<file path="src/rtl/div_pkg.sv">
// Shared types and constants for the sequential restoring divider.
package div_pkg;

  localparam int unsigned DIV_WIDTH = 8;

  // Replicated across the quotient width when the divisor is zero.
  localparam logic DBZ_QUOTIENT = 1'b1;

  typedef enum logic [1:0] {
    IDLE = 2'd0,
    CALC = 2'd1,
    DONE = 2'd2
  } div_state_e;

endpackage

</file>
<file path="src/rtl/cla_subtractor.sv">
// Carry-lookahead subtractor: diff = a - b computed as a + ~b + 1.
module cla_subtractor #(
  parameter int unsigned WIDTH = 9
) (
  input  logic [WIDTH-1:0] a,
  input  logic [WIDTH-1:0] b,
  output logic [WIDTH-1:0] diff,
  output logic             borrow
);

  logic [WIDTH-1:0] w_bn;
  logic [WIDTH-1:0] w_g;
  logic [WIDTH-1:0] w_p;
  logic [WIDTH:0]   w_c;
  logic             w_prod;

  assign w_bn = ~b;
  assign w_g  = a & w_bn;
  assign w_p  = a ^ w_bn;

  // Each carry is a flat sum-of-products of generates/propagates; carry-in is 1.
  always_comb begin
    w_c    = '0;
    w_c[0] = 1'b1;
    w_prod = 1'b0;
    for (int i = 0; i < int'(WIDTH); i++) begin
      w_prod   = w_p[i];
      w_c[i+1] = w_g[i];
      for (int j = i - 1; j >= 0; j--) begin
        w_c[i+1] = w_c[i+1] | (w_prod & w_g[j]);
        w_prod   = w_prod & w_p[j];
      end
      w_c[i+1] = w_c[i+1] | w_prod;
    end
  end

  assign diff   = w_p ^ w_c[WIDTH-1:0];
  assign borrow = ~w_c[WIDTH];

endmodule

</file>
<file path="src/rtl/seq_divider.sv">
// Iterative unsigned restoring divider, one quotient bit per cycle,
// with valid/ready handshakes on operands and result.
module seq_divider
  import div_pkg::*;
#(
  parameter int unsigned WIDTH = DIV_WIDTH
) (
  input  logic             clk,
  input  logic             rst_n,
  input  logic             in_valid,
  output logic             in_ready,
  input  logic [WIDTH-1:0] dividend,
  input  logic [WIDTH-1:0] divisor,
  output logic             out_valid,
  input  logic             out_ready,
  output logic [WIDTH-1:0] quotient,
  output logic [WIDTH-1:0] remainder,
  output logic             div_by_zero
);

  localparam int unsigned CNT_W = $clog2(WIDTH + 1);

  div_state_e       r_state, w_state_nxt;
  logic [WIDTH-1:0] r_q, w_q_nxt;
  logic [WIDTH-1:0] r_r, w_r_nxt;
  logic [WIDTH-1:0] r_d, w_d_nxt;
  logic [CNT_W-1:0] r_cnt, w_cnt_nxt;
  logic             r_dbz, w_dbz_nxt;
  logic             r_in_ready;
  logic             r_out_valid;
  logic [WIDTH:0]   w_rs;
  logic [WIDTH:0]   w_diff;
  logic             w_borrow;

  // Partial remainder keeps the shifted-out MSB so the borrow is unambiguous.
  assign w_rs = {r_r, r_q[WIDTH-1]};

  cla_subtractor #(
    .WIDTH (WIDTH + 1)
  ) u_trial_sub (
    .a      (w_rs),
    .b      ({1'b0, r_d}),
    .diff   (w_diff),
    .borrow (w_borrow)
  );

  always_comb begin
    w_state_nxt = r_state;
    w_q_nxt     = r_q;
    w_r_nxt     = r_r;
    w_d_nxt     = r_d;
    w_cnt_nxt   = r_cnt;
    w_dbz_nxt   = r_dbz;
    case (r_state)
      IDLE: begin
        if (in_valid) begin
          w_d_nxt   = divisor;
          w_cnt_nxt = CNT_W'(WIDTH);
          if (divisor == '0) begin
            w_q_nxt     = {WIDTH{DBZ_QUOTIENT}};
            w_r_nxt     = dividend;
            w_dbz_nxt   = 1'b1;
            w_state_nxt = DONE;
          end else begin
            w_q_nxt     = dividend;
            w_r_nxt     = '0;
            w_dbz_nxt   = 1'b0;
            w_state_nxt = CALC;
          end
        end
      end
      CALC: begin
        w_q_nxt   = {r_q[WIDTH-2:0], ~w_borrow};
        w_r_nxt   = WIDTH'(w_borrow ? w_rs : w_diff);
        w_cnt_nxt = r_cnt - CNT_W'(1);
        if (r_cnt == CNT_W'(1)) begin
          w_state_nxt = DONE;
        end
      end
      DONE: begin
        if (out_ready) begin
          w_state_nxt = IDLE;
        end
      end
      default: w_state_nxt = IDLE;
    endcase
  end

  always_ff @(posedge clk or negedge rst_n) begin
    if (!rst_n) begin
      r_state     <= IDLE;
      r_q         <= '0;
      r_r         <= '0;
      r_d         <= '0;
      r_cnt       <= '0;
      r_dbz       <= 1'b0;
      r_in_ready  <= 1'b1;
      r_out_valid <= 1'b0;
    end else begin
      r_state     <= w_state_nxt;
      r_q         <= w_q_nxt;
      r_r         <= w_r_nxt;
      r_d         <= w_d_nxt;
      r_cnt       <= w_cnt_nxt;
      r_dbz       <= w_dbz_nxt;
      r_in_ready  <= (w_state_nxt == IDLE);
      r_out_valid <= (w_state_nxt == DONE);
    end
  end

  assign in_ready    = r_in_ready;
  assign out_valid   = r_out_valid;
  assign quotient    = r_q;
  assign remainder   = r_r;
  assign div_by_zero = r_dbz;

endmodule

</file>
<file path="config.mk">
export PLATFORM = sky130hd
export DESIGN_NAME = seq_divider
export DESIGN_NICKNAME = d
export VERILOG_FILES = /design/src/rtl/div_pkg.sv /design/src/rtl/cla_subtractor.sv /design/src/rtl/seq_divider.sv
export SDC_FILE = /design/constraint.sdc
export NUM_CORES = 1
export LEC_CHECK = 0
export CAP_MARGIN = 25
export CORE_MARGIN = 10
export CORE_UTILIZATION = 30
export DETAILED_ROUTE_END_ITERATION = 10
export SLEW_MARGIN = 20
export SYNTH_ARGS = -nofsm -noshare
export SYNTH_HDL_FRONTEND = slang
export SYNTH_SLANG_ARGS = --single-unit
</file>
<file path="constraint.sdc">
create_clock -name clk -period 2.51 [get_ports clk]
set_clock_uncertainty 0.2 [all_clocks]
set_input_delay 0.502 -clock clk [delete_from_list [all_inputs] [get_ports clk]]
set_output_delay 0.502 -clock clk [all_outputs]
set_load 0.02 [all_outputs]
</file>
== Word-level counts from Yosys, hierarchy flattened ==
Cells that the tools add are included.

* Register bits after elaboration: 33
* Bits in latches: 0
* RAM bits: 0
* Memory bits (read-only): 0
* Output and inout port bits: 19
* Word-level logic and storage cells: 134
* Memories: 0

* $add $sub $neg: 1
* Multiply operators: 0
* Divide/modulo/power cells: 0
* $lt $le $gt $ge: 0
* Equal/unequal tests: 5
* Shifts and indexed selects: 0
* Muxes and demuxes: 15
* Bitwise logic cells: 99
* Reduce and logical (&&, ||, !) cells: 6

{| class="wikitable"
|+ Operators with widths
! cell !! number
|-
| 1-bit bitwise AND || 58
|-
| 8-bit 2-to-1 mux || 5
|-
| 1-bit OR || 37
|-
| 8-bit one-hot mux with 2 select lines || 2
|-
| 9-bit bitwise AND || 1
|-
| 8-bit NOT with 9-bit output || 1
|-
| 9-bit XOR || 1
|-
| 8-bit logical NOT || 1
|-
| 2-bit 2-to-1 mux || 4
|-
| 4-bit one-hot mux with 2 select lines || 1
|-
| 8-bit XOR || 1
|-
| 2-bit one-hot mux with 3 select lines || 1
|-
| 2-bit == test (second input constant) || 2
|-
| 4-bit by 1-bit == test with 1-bit output (second input constant) || 1
|-
| 2-bit logical NOT || 2
|-
| 4-bit 2-to-1 mux || 1
|-
| 2-bit AND reduction || 2
|-
| 4-bit by 1-bit subtractor with 4-bit output (second input constant) || 1
|-
| 2-bit by 1-bit == test with 1-bit output (second input constant) || 1
|-
| 2-bit inequality test (second input constant) || 1
|-
| 2-bit nonzero test || 1
|-
| 1-bit 2-to-1 mux || 1
|}

== Depth between registers and ports, before layout ==
Gate-level depths: netlist (run 1).

* Depth in word-level cells: 14
* Gate-level depth with buffers: 7
* Depth with buffers taken out: 7

== Hierarchy ==
A second synthesis (run 1) with hierarchy kept.

* Cells, all modules: 217
* Area total of the unflattened synthesis: 2108.3 µm²

{| class="wikitable"
|+ Modules (own cells, without submodules)
! module !! times used !! cells an instance !! area each (µm²) !! sequential area each (µm²)
|-
| seq_divider || 1 || 159 || 1687.9 || 827.0
|-
| cla_subtractor || 1 || 58 || 420.4 || 0.0
|}

== Worst setup path before layout (run 1) ==
Ideal clock, no wire load.

* Kind: flip-flop to flip-flop
* Start: register r_r[3] (netlist: remainder[3])
* End: register r_r[0] (netlist: remainder[0])
* Library setup time: 0.086 ns
* Arrival time: 2.050 ns
* Required time: 2.224 ns
* Setup slack: 0.174 ns
* Cell stages (with the launch flop): 7
* Path buffers: 0
* Clock period less this slack: 2.336 ns
* Cells stage by stage: dfrtp_1 > ha_1 > a21o_4 > a211o_1 > o21a_4 > mux2_4 > o221ai_2

* Word-level cells in the longest chain between the ends: 10
* Elaborated cells on any way between the ends: 20
* Those cells by class: mux (2); bitwise (18)

{| class="wikitable"
|+ RTL lines
! what !! line !! text
|-
| start: declaration || seq_divider.sv:25 || <nowiki>logic [WIDTH-1:0] r_r, w_r_nxt;</nowiki>
|-
| start signal: assignment || seq_divider.sv:102 || <nowiki>r_r <= w_r_nxt;</nowiki>
|-
| 9-bit bitwise AND / 9-bit XOR (equally long branches) || cla_subtractor.sv:18, cla_subtractor.sv:19 ||
|-
| 1-bit bitwise AND, on equally long branches || cla_subtractor.sv:30, cla_subtractor.sv:31 ||
|-
| 1-bit OR, or another cell as far along (3 in series) || cla_subtractor.sv:30 || <nowiki>w_c[i+1] = w_c[i+1] | (w_prod & w_g[j]);</nowiki>
|-
| 1-bit OR / 1-bit bitwise AND (equally long branches) || cla_subtractor.sv:30 ||
|-
| 1-bit OR || cla_subtractor.sv:30 ||
|-
| 1-bit OR * || cla_subtractor.sv:33 || <nowiki>w_c[i+1] = w_c[i+1] | w_prod;</nowiki>
|-
| 8-bit 2-to-1 mux * || seq_divider.sv:74 || <nowiki>w_r_nxt = WIDTH'(w_borrow ? w_rs : w_diff);</nowiki>
|-
| 8-bit one-hot mux with 2 select lines * || seq_divider.sv:54 || <nowiki>case (r_state)</nowiki>
|}

Every way passes the cells marked *; elsewhere a longest branch is shown, timed or not.
A chain may end at the register's enable or synchronous reset.

== Worst setup path after layout (run 1) ==
* Start: register r_r[5] (netlist: remainder[5])
* End: register r_r[0] (netlist: remainder[0])

* Word-level cells in the longest chain between the ends: 12
* Elaborated cells on any way between the ends: 26
* Those cells by class: mux (2); bitwise (24)

{| class="wikitable"
|+ RTL lines
! what !! line
|-
| 9-bit bitwise AND / 9-bit XOR (equally long branches) || cla_subtractor.sv:18, cla_subtractor.sv:19
|-
| 1-bit bitwise AND, on equally long branches || cla_subtractor.sv:30, cla_subtractor.sv:31
|-
| 1-bit OR, or another cell as far along (5 in series) || cla_subtractor.sv:30
|-
| 1-bit OR / 1-bit bitwise AND (equally long branches) || cla_subtractor.sv:30
|-
| 1-bit OR || cla_subtractor.sv:30
|-
| 1-bit OR * || cla_subtractor.sv:33
|-
| 8-bit 2-to-1 mux * || seq_divider.sv:74
|-
| 8-bit one-hot mux with 2 select lines * || seq_divider.sv:54
|}

Marks and branches as above.

==> run summary, run 1 <==
Largest net degree at the start of global routing -> 34
#FFs+latches synth -> 33
CTS Buf Count -> 5
Max clock buf depth -> 2
Final-report hold violation count -> 0
Period utilisation layout -> 93.7%
Max Cap Viol -> 0
DRC -> 0
Vias per Instance -> 5.05
Final setup fails -> 0
Total number of yosys warnings -> 0
Cell Area, Synth -> 1940 um2
Layout cell share with drive strength beyond 1 -> 11.5%
Most frequent cells in the layout -> clkdlybuf4s50_1 (38), dfrtp_1 (32), nand2_1 (26)
First-pass GRT wire length -> 8980 um
Biggest cell delay along the critical path -> 0.43 ns
Synth-to-Final Area Change -> 32.9%
# hold bufs at CTS -> 0
Layout Utilization -> 40.8%
Arr. time, crit path -> 2.36 ns
Die width -> 100 um
Crit path kind -> flip-flop to flip-flop
Startpoint Class -> flip-flop
Fin crit period -> 2.35 ns
DPL Wire Length -> 4030 um
Worst vdd ir -> 706 uV
CTS HTree Levels -> 2
Die Area -> 10,100 um2
Wirelength per Cell -> 15.8 um
Synth Instances -> 209
Relative slew slack -> 70.8%
Setup bufs post-CTS -> 0
Final instance area -> 2580 um2
Io pins -> 39
Post-CTS resize count -> 0
Via count -> 1,708
IO Port Bufs -> 38
Status -> completed
CP max-delay cell -> dfrtp_1
Die H -> 100 um
Hold WC Path Type -> flip-flop to flip-flop
1st-pass router iterations -> 4
GRT Total Usage -> 10.9%
Core ar. -> 6310 um2
RSZ-0062 raised after global routing -> no
Vias in the first global route -> 1,812
Fmax -> 425 MHz
Post-place setup slack -> 0.102 ns
DP Area -> 2490 um2
Synth Area per Inst -> 9.27 um2
Power Dens Cells -> 1480 nW/um2
Drt first-iter violations -> 85
EDFF count, synth -> 0
Slew Limit Fails -> 0
Number of inserted diodes -> 0
Antenna violations before repair -> 0
Post-synthesis sequential area ratio -> 42.7%
Worst-margin pin slew -> 0.438 ns
Initial Utilization -> 30.7%
Top FF cell, synth -> dfrtp_1
CTS tree -> built
Post-DRT Antenna Nets -> 0
LEAKAGE -> 1.10 nW
Placed insts -> 330
Final wirelength -> 5350 um
Global route total overflow -> 0
Syn_nets -> 240
Worst-path cell chain -> ha_1, or3_1, a211o_1, o21a_4, mux2_4, o221ai_2
Layout Cells excl Fill -> 338
Fin Hold WS -> 0.287 ns
Worst skew pair latency -> 0.29 ns
Fraction of registers with async set/reset -> 100%
Data required time of the worst path -> 2.52 ns
CP Capture Type -> flip-flop
Final TNS setup -> 0 ns
Setup ws final -> 0.158 ns
Total power -> 3.81 mW
CP max FO -> 6
Fin nets -> 291
Root Buffer -> clkbuf_8
Clock sink count -> 33
Row count -> 29
Final Wtd Congestion -> 0.810
CTS clk-pin slew, worst paths -> 0.07 ns
Commonest non-fill, non-tap cell in the layout -> clkdlybuf4s50_1
Distinct cell type count after synthesis -> 47
-- power breakdown --
group | switching [mW] | internal, mW | leakage, nW
Sequential | 0.229 | 0.790 | 0.407
Clock | 0.204 | 0.192 | 0.0450
Combinational | 1.24 | 1.16 | 0.645
Total | 1.67 | 2.14 | 1.10
-- cells in the mapped netlist (3+ instances only) --
library cell | count | share of area, %
a221o_1 | 6 | 3.1
nor2_1 | 4 | 0.77
nor4_1 | 3 | 0.97
dfrtp_1 | 32 | 41
clkbuf_1 | 9 | 1.7
nand2_1 | 26 | 5.0
nor2b_1 | 11 | 3.6
a22oi_1 | 3 | 1.2
a31oi_1 | 3 | 0.97
o21a_1 | 3 | 1.2
nor3_1 | 3 | 0.77
nand3_1 | 5 | 1.3
ha_1 | 11 | 7.1
a21oi_1 | 11 | 2.8
inv_1 | 15 | 2.9
nor3b_1 | 3 | 1.2
o21ai_0 | 23 | 5.9
-- sequential cells by signal (all words and copies together), names as in the netlist --
register	cells
div_by_zero	1
in_ready	1
out_valid	1
quotient	8
r_cnt	4
r_d	8
r_state	2
remainder	8
-- routing by layer --
layer | GRT usage (%) | up-vias | routed length (um)
li1 | - | 858 | -
met3 | 4.53 | 4 | 383
met4 | 2.61 | 0 | 43
met2 | 16.4 | 42 | 2330
met5 | 0 | - | 0
met1 | 14.1 | 804 | 2590
-- path summary, 6_finish.rpt --
path / start / to / slack [ns] / cells past startpoint
setup / recovery: remainder[5] / remainder[0] / 0.16 / 6
hold / removal: r_cnt[3] / r_cnt[3] / 0.29 / 1
setup reg to reg: remainder[5] / remainder[0] / 0.16 / 6
hold reg to reg: r_cnt[3] / r_cnt[3] / 0.29 / 1
max in group asynchronous: rst_n / in_ready / 1.34 / 2
min in group asynchronous: rst_n / r_d[7] / 0.43 / 2
-- cell families (layout without fill, tap and decap cells) --
group / count (synthesis) / after routing / synth area share [%]
buffers and inverters: 24 / 76 / 4.65
and+or+nand+nor: 63 / 63 / 16.6
DFF: 33 / 33 / 42.7
xor gates and xnor gates: 4 / 4 / 1.81
adders and majority gates: 11 / 11 / 7.10
muxes: 3 / 3 / 1.81
AOI/OAI and AO/OA: 71 / 71 / 25.4
-- layout make-up --
cell class                      count  area [um2]
Tap cell                           77        96.3
Inverter                           15        56.3
Fill cell                         604        3740
Timing Repair Buffer               53         493
Sequential cell                    33         827
Multi-Input combinational cell    152        1020
Clock inverter                      2        10.0
Clock buffer                        6        72.6
-- worst max-delay path: cells and delay by family, from the launching register on --
kind	cells	cell delay, ns
flops	1	0.43
mux	1	0.30
simple gates	1	0.38
compound gates	3	0.70
fa+ha+maj	1	0.26
(Power assumes the default switching activity.)
==> inputs of run 2 (changes only) <==
--- a/config.mk
+++ b/config.mk
@@ -8,6 +8,7 @@
 export CAP_MARGIN = 25
 export CORE_MARGIN = 10
 export CORE_UTILIZATION = 30
+export CTS_CLUSTER_SIZE = 24
 export DETAILED_ROUTE_END_ITERATION = 10
 export SLEW_MARGIN = 20
 export SYNTH_ARGS = -nofsm -noshare
==> results of run 2 <==
Same layout as run 1: the final DEF is identical, and so are final timing and power.
==> inputs of run 3 (changes only) <==
--- a/config.mk
+++ b/config.mk
@@ -5,12 +5,12 @@
 export SDC_FILE = /design/constraint.sdc
 export NUM_CORES = 1
 export LEC_CHECK = 0
+export ABC_AREA = 1
 export CAP_MARGIN = 25
 export CORE_MARGIN = 10
 export CORE_UTILIZATION = 30
 export CTS_CLUSTER_SIZE = 24
 export DETAILED_ROUTE_END_ITERATION = 10
-export SLEW_MARGIN = 20
 export SYNTH_ARGS = -nofsm -noshare
 export SYNTH_HDL_FRONTEND = slang
 export SYNTH_SLANG_ARGS = --single-unit
==> constraint.sdc (replaced) <==
create_clock -name clk -period 2.1 [get_ports clk]
set_clock_uncertainty 0.2 [all_clocks]
set_input_delay 0.42 -clock clk [delete_from_list [all_inputs] [get_ports clk]]
set_output_delay 0.42 -clock clk [all_outputs]
set_load 0.02 [all_outputs]
==> run 3 against run 2 <==
Effect of this change:
- sequential power up 19%
- critical path depth down 4
- sequential share of layout area down 1.3 points
- final cell count up 11%
- setup slack worse by 0.092 ns
- via count up 5.4%
- register-to-register slack worse by 0.03 ns
- hold slack worse by 0.0030 ns
- global-route usage up 0.12 points
- first-iteration DRC count down 27%
- clock-buffer cell count up 2
- highest routed layer unchanged
==> run summary, run 3 <==
Clock sink count -> 33 (unchanged)
Placed insts -> 365 (+11%)
CTS tree -> built
Initial Utilization -> 30.9% (+0.16 points)
Hold WC Path Type -> flip-flop to flip-flop
Power Dens Cells -> 1960 nW/um2 (+33%)
Largest net degree at the start of global routing -> 34 (unchanged)
Io pins -> 39 (unchanged)
Drt first-iter violations -> 62 (-27%)
RSZ-0062 raised after global routing -> yes
DPL Wire Length -> 4290 um (+6.7%)
Layout Utilization -> 42.5% (+1.7 points)
Wirelength per Cell -> 14.8 um (-6.8%)
Data required time of the worst path -> 1.48 ns (-1.04 ns)
DP Area -> 2540 um2 (+1.9%)
#FFs+latches synth -> 33 (unchanged)
LEAKAGE -> 1.25 nW (+14%)
Post-synth top area share -> 41.1% (-0.21 points)
Cell Area, Synth -> 1950 um2 (+0.52%)
Post-synthesis sequential area ratio -> 42.5% (-0.22 points)
Fill cells -> 654 (+8.3%)
Worst vdd ir -> 742 uV (+5.1%)
Global route total overflow -> 0 (unchanged)
Antenna violations before repair -> 0 (unchanged)
CTS clk-pin slew, worst paths -> 0.06 ns (about the same)
Post-DRT Antenna Nets -> 0 (unchanged)
Fin Hold WS -> 0.284 ns (-0.00304 ns)
Final TNS setup -> 0 ns (unchanged)
Relative slew slack -> 71.3% (+0.45 points)
Core ar. -> 6310 um2 (unchanged)
Fmax -> 491 MHz
Layout cell share with drive strength beyond 1 -> 17.4% (+6.0 points)
GRT Total Usage -> 11.0% (+0.12 points)
Fin nets -> 328 (+13%)
Syn_nets -> 268 (+12%)
Die width -> 101 um (+0.21%)
Final Wtd Congestion -> 0.877 (+8.2%)
Number of inserted diodes -> 0 (unchanged)
CTS HTree Levels -> 2 (unchanged)
Max Cap Viol -> 0 (unchanged)
Slew Limit Fails -> 0 (unchanged)
Max clock buf depth -> 2 (unchanged)
Total power -> 5.27 mW (+38%)
CP max FO -> 3 (-3)
Seq. cell area -> 827 um2 (unchanged)
Most frequent cells in the layout -> nand2_1 (54), clkdlybuf4s50_1 (37), dfrtp_1 (32)
1st-pass router iterations -> 4 (unchanged)
CP Capture Type -> output port
Vias per Instance -> 4.80 (-5.0%)
Setup ws final -> 0.0654 ns (-0.0921 ns)
Post-place setup slack -> -0.0783 ns (-0.180 ns)
Arr. time, crit path -> 1.41 ns (-0.95 ns)
Layout Cells excl Fill -> 375 (+11%)
Commonest non-fill, non-tap cell in the layout -> nand2_1
Post-synth top area cell -> dfrtp_1
Startpoint Class -> flip-flop
IO Port Bufs -> 38 (unchanged)
Crit path kind -> flip-flop to output port
Root Buffer -> clkbuf_8
Fraction of registers with async set/reset -> 100% (unchanged)
Fin crit period -> 2.03 ns
Final setup fails -> 0 (unchanged)
Worst-margin pin slew -> 0.431 ns (-0.00672 ns)
Via count -> 1,800 (+5.4%)
Status -> completed
Most frequent cell after synthesis -> nand2_1
EDFF count, synth -> 0 (unchanged)
Top cells by area, synth -> dfrtp_1 (41%), nand2_1 (10%), ha_1 (7.1%)
DRC -> 0 (unchanged)
Worst skew pair latency -> 0.30 ns (about the same)
Synth Instances -> 237 (+13%)
Synth cell count leaders -> nand2_1 (54), dfrtp_1 (32), inv_1 (29)
Synth-to-Final Area Change -> 37.8%
# hold bufs at CTS -> 0 (unchanged)
Synth Area per Inst -> 8.22 um2 (-11%)
Final-report hold violation count -> 0 (unchanged)
Die Area -> 10,100 um2 (+0.42%)
Top FF cell, synth -> dfrtp_1
Final wirelength -> 5540 um (+3.5%)
First-pass GRT wire length -> 8950 um (-0.30%)
Total number of yosys warnings -> 0 (unchanged)
Distinct cell type count after synthesis -> 37 (-21%)
Multi-input gate area -> 1020 um2 (-0.24%)
Vias in the first global route -> 1,836 (+1.3%)
CTS Buf Count -> 5 (unchanged)
Final instance area -> 2680 um2 (+4.2%)
Row count -> 29 (unchanged)
Period utilisation layout -> 96.9%
Die H -> 101 um (+0.21%)
## run 3: kinds of logic (layout without fill, tap and decap cells)
group | after synthesis | in the layout | synth area share, %
AND/OR/NAND/NOR | 103 | 104 | 24.9
AO/OA/AOI/OAI | 48 | 48 | 15.8
buffers and inverters | 37 | 97 | 7.51
flip-flops | 33 | 33 | 42.5
adder cells (fa/ha/maj) | 11 | 11 | 7.06
XOR/XNOR | 5 | 5 | 2.25
## run 3: repair_timing
item / in CTS / in global routing
gates resized for setup: 0 / 6
setup buffers: 0 / 1
endpoints found under the setup margin: 0 / 9
## run 3: per-layer routing
| metal | track usage [%] | share of wire (%) | vias up |
|---|---|---|---|
| met3 | 4.12 | 6.8 | 10 |
| met1 | 14.0 | 48 | 828 |
| li1 | - | - | 910 |
| met4 | 4.35 | 1.9 | 0 |
| met5 | 0 | 0 | - |
| met2 | 16.4 | 44 | 52 |
## run 3: worst max-delay path, cell delays in order, from the launching register on
cell and delay (ns):
dfrtp_1 0.38, buf_4 0.14, clkdlybuf4s50_1 0.60
## run 3: worst paths after layout
kind	to	cells past startpoint	startpoint	slack [ns]
worst max-delay path	remainder[1]	2	remainder[1]	0.07
worst min-delay path	out_valid	1	r_state[1]	0.28
worst max register to register	remainder[0]	9	remainder[1]	0.13
worst min register to register	out_valid	1	r_state[1]	0.28
max in group asynchronous	in_ready	2	rst_n	1.04
min in group asynchronous	quotient[1]	2	rst_n	0.33
## run 3: area by class of cell
| type | count | share of cell area (%) |
|---|---|---|
| clock buffers | 8 | 3.36 |
| inverters | 31 | 4.43 |
| flip-flops and latches | 33 | 30.8 |
| well taps | 77 | 3.59 |
| multi-input cells | 168 | 37.9 |
| repair buffers | 58 | 19.9 |
## run 3: report_power, final
part	internal, mW	switching (mW)
Clock	0.267	0.235
Sequential	0.974	0.236
Combinational	1.54	2.02
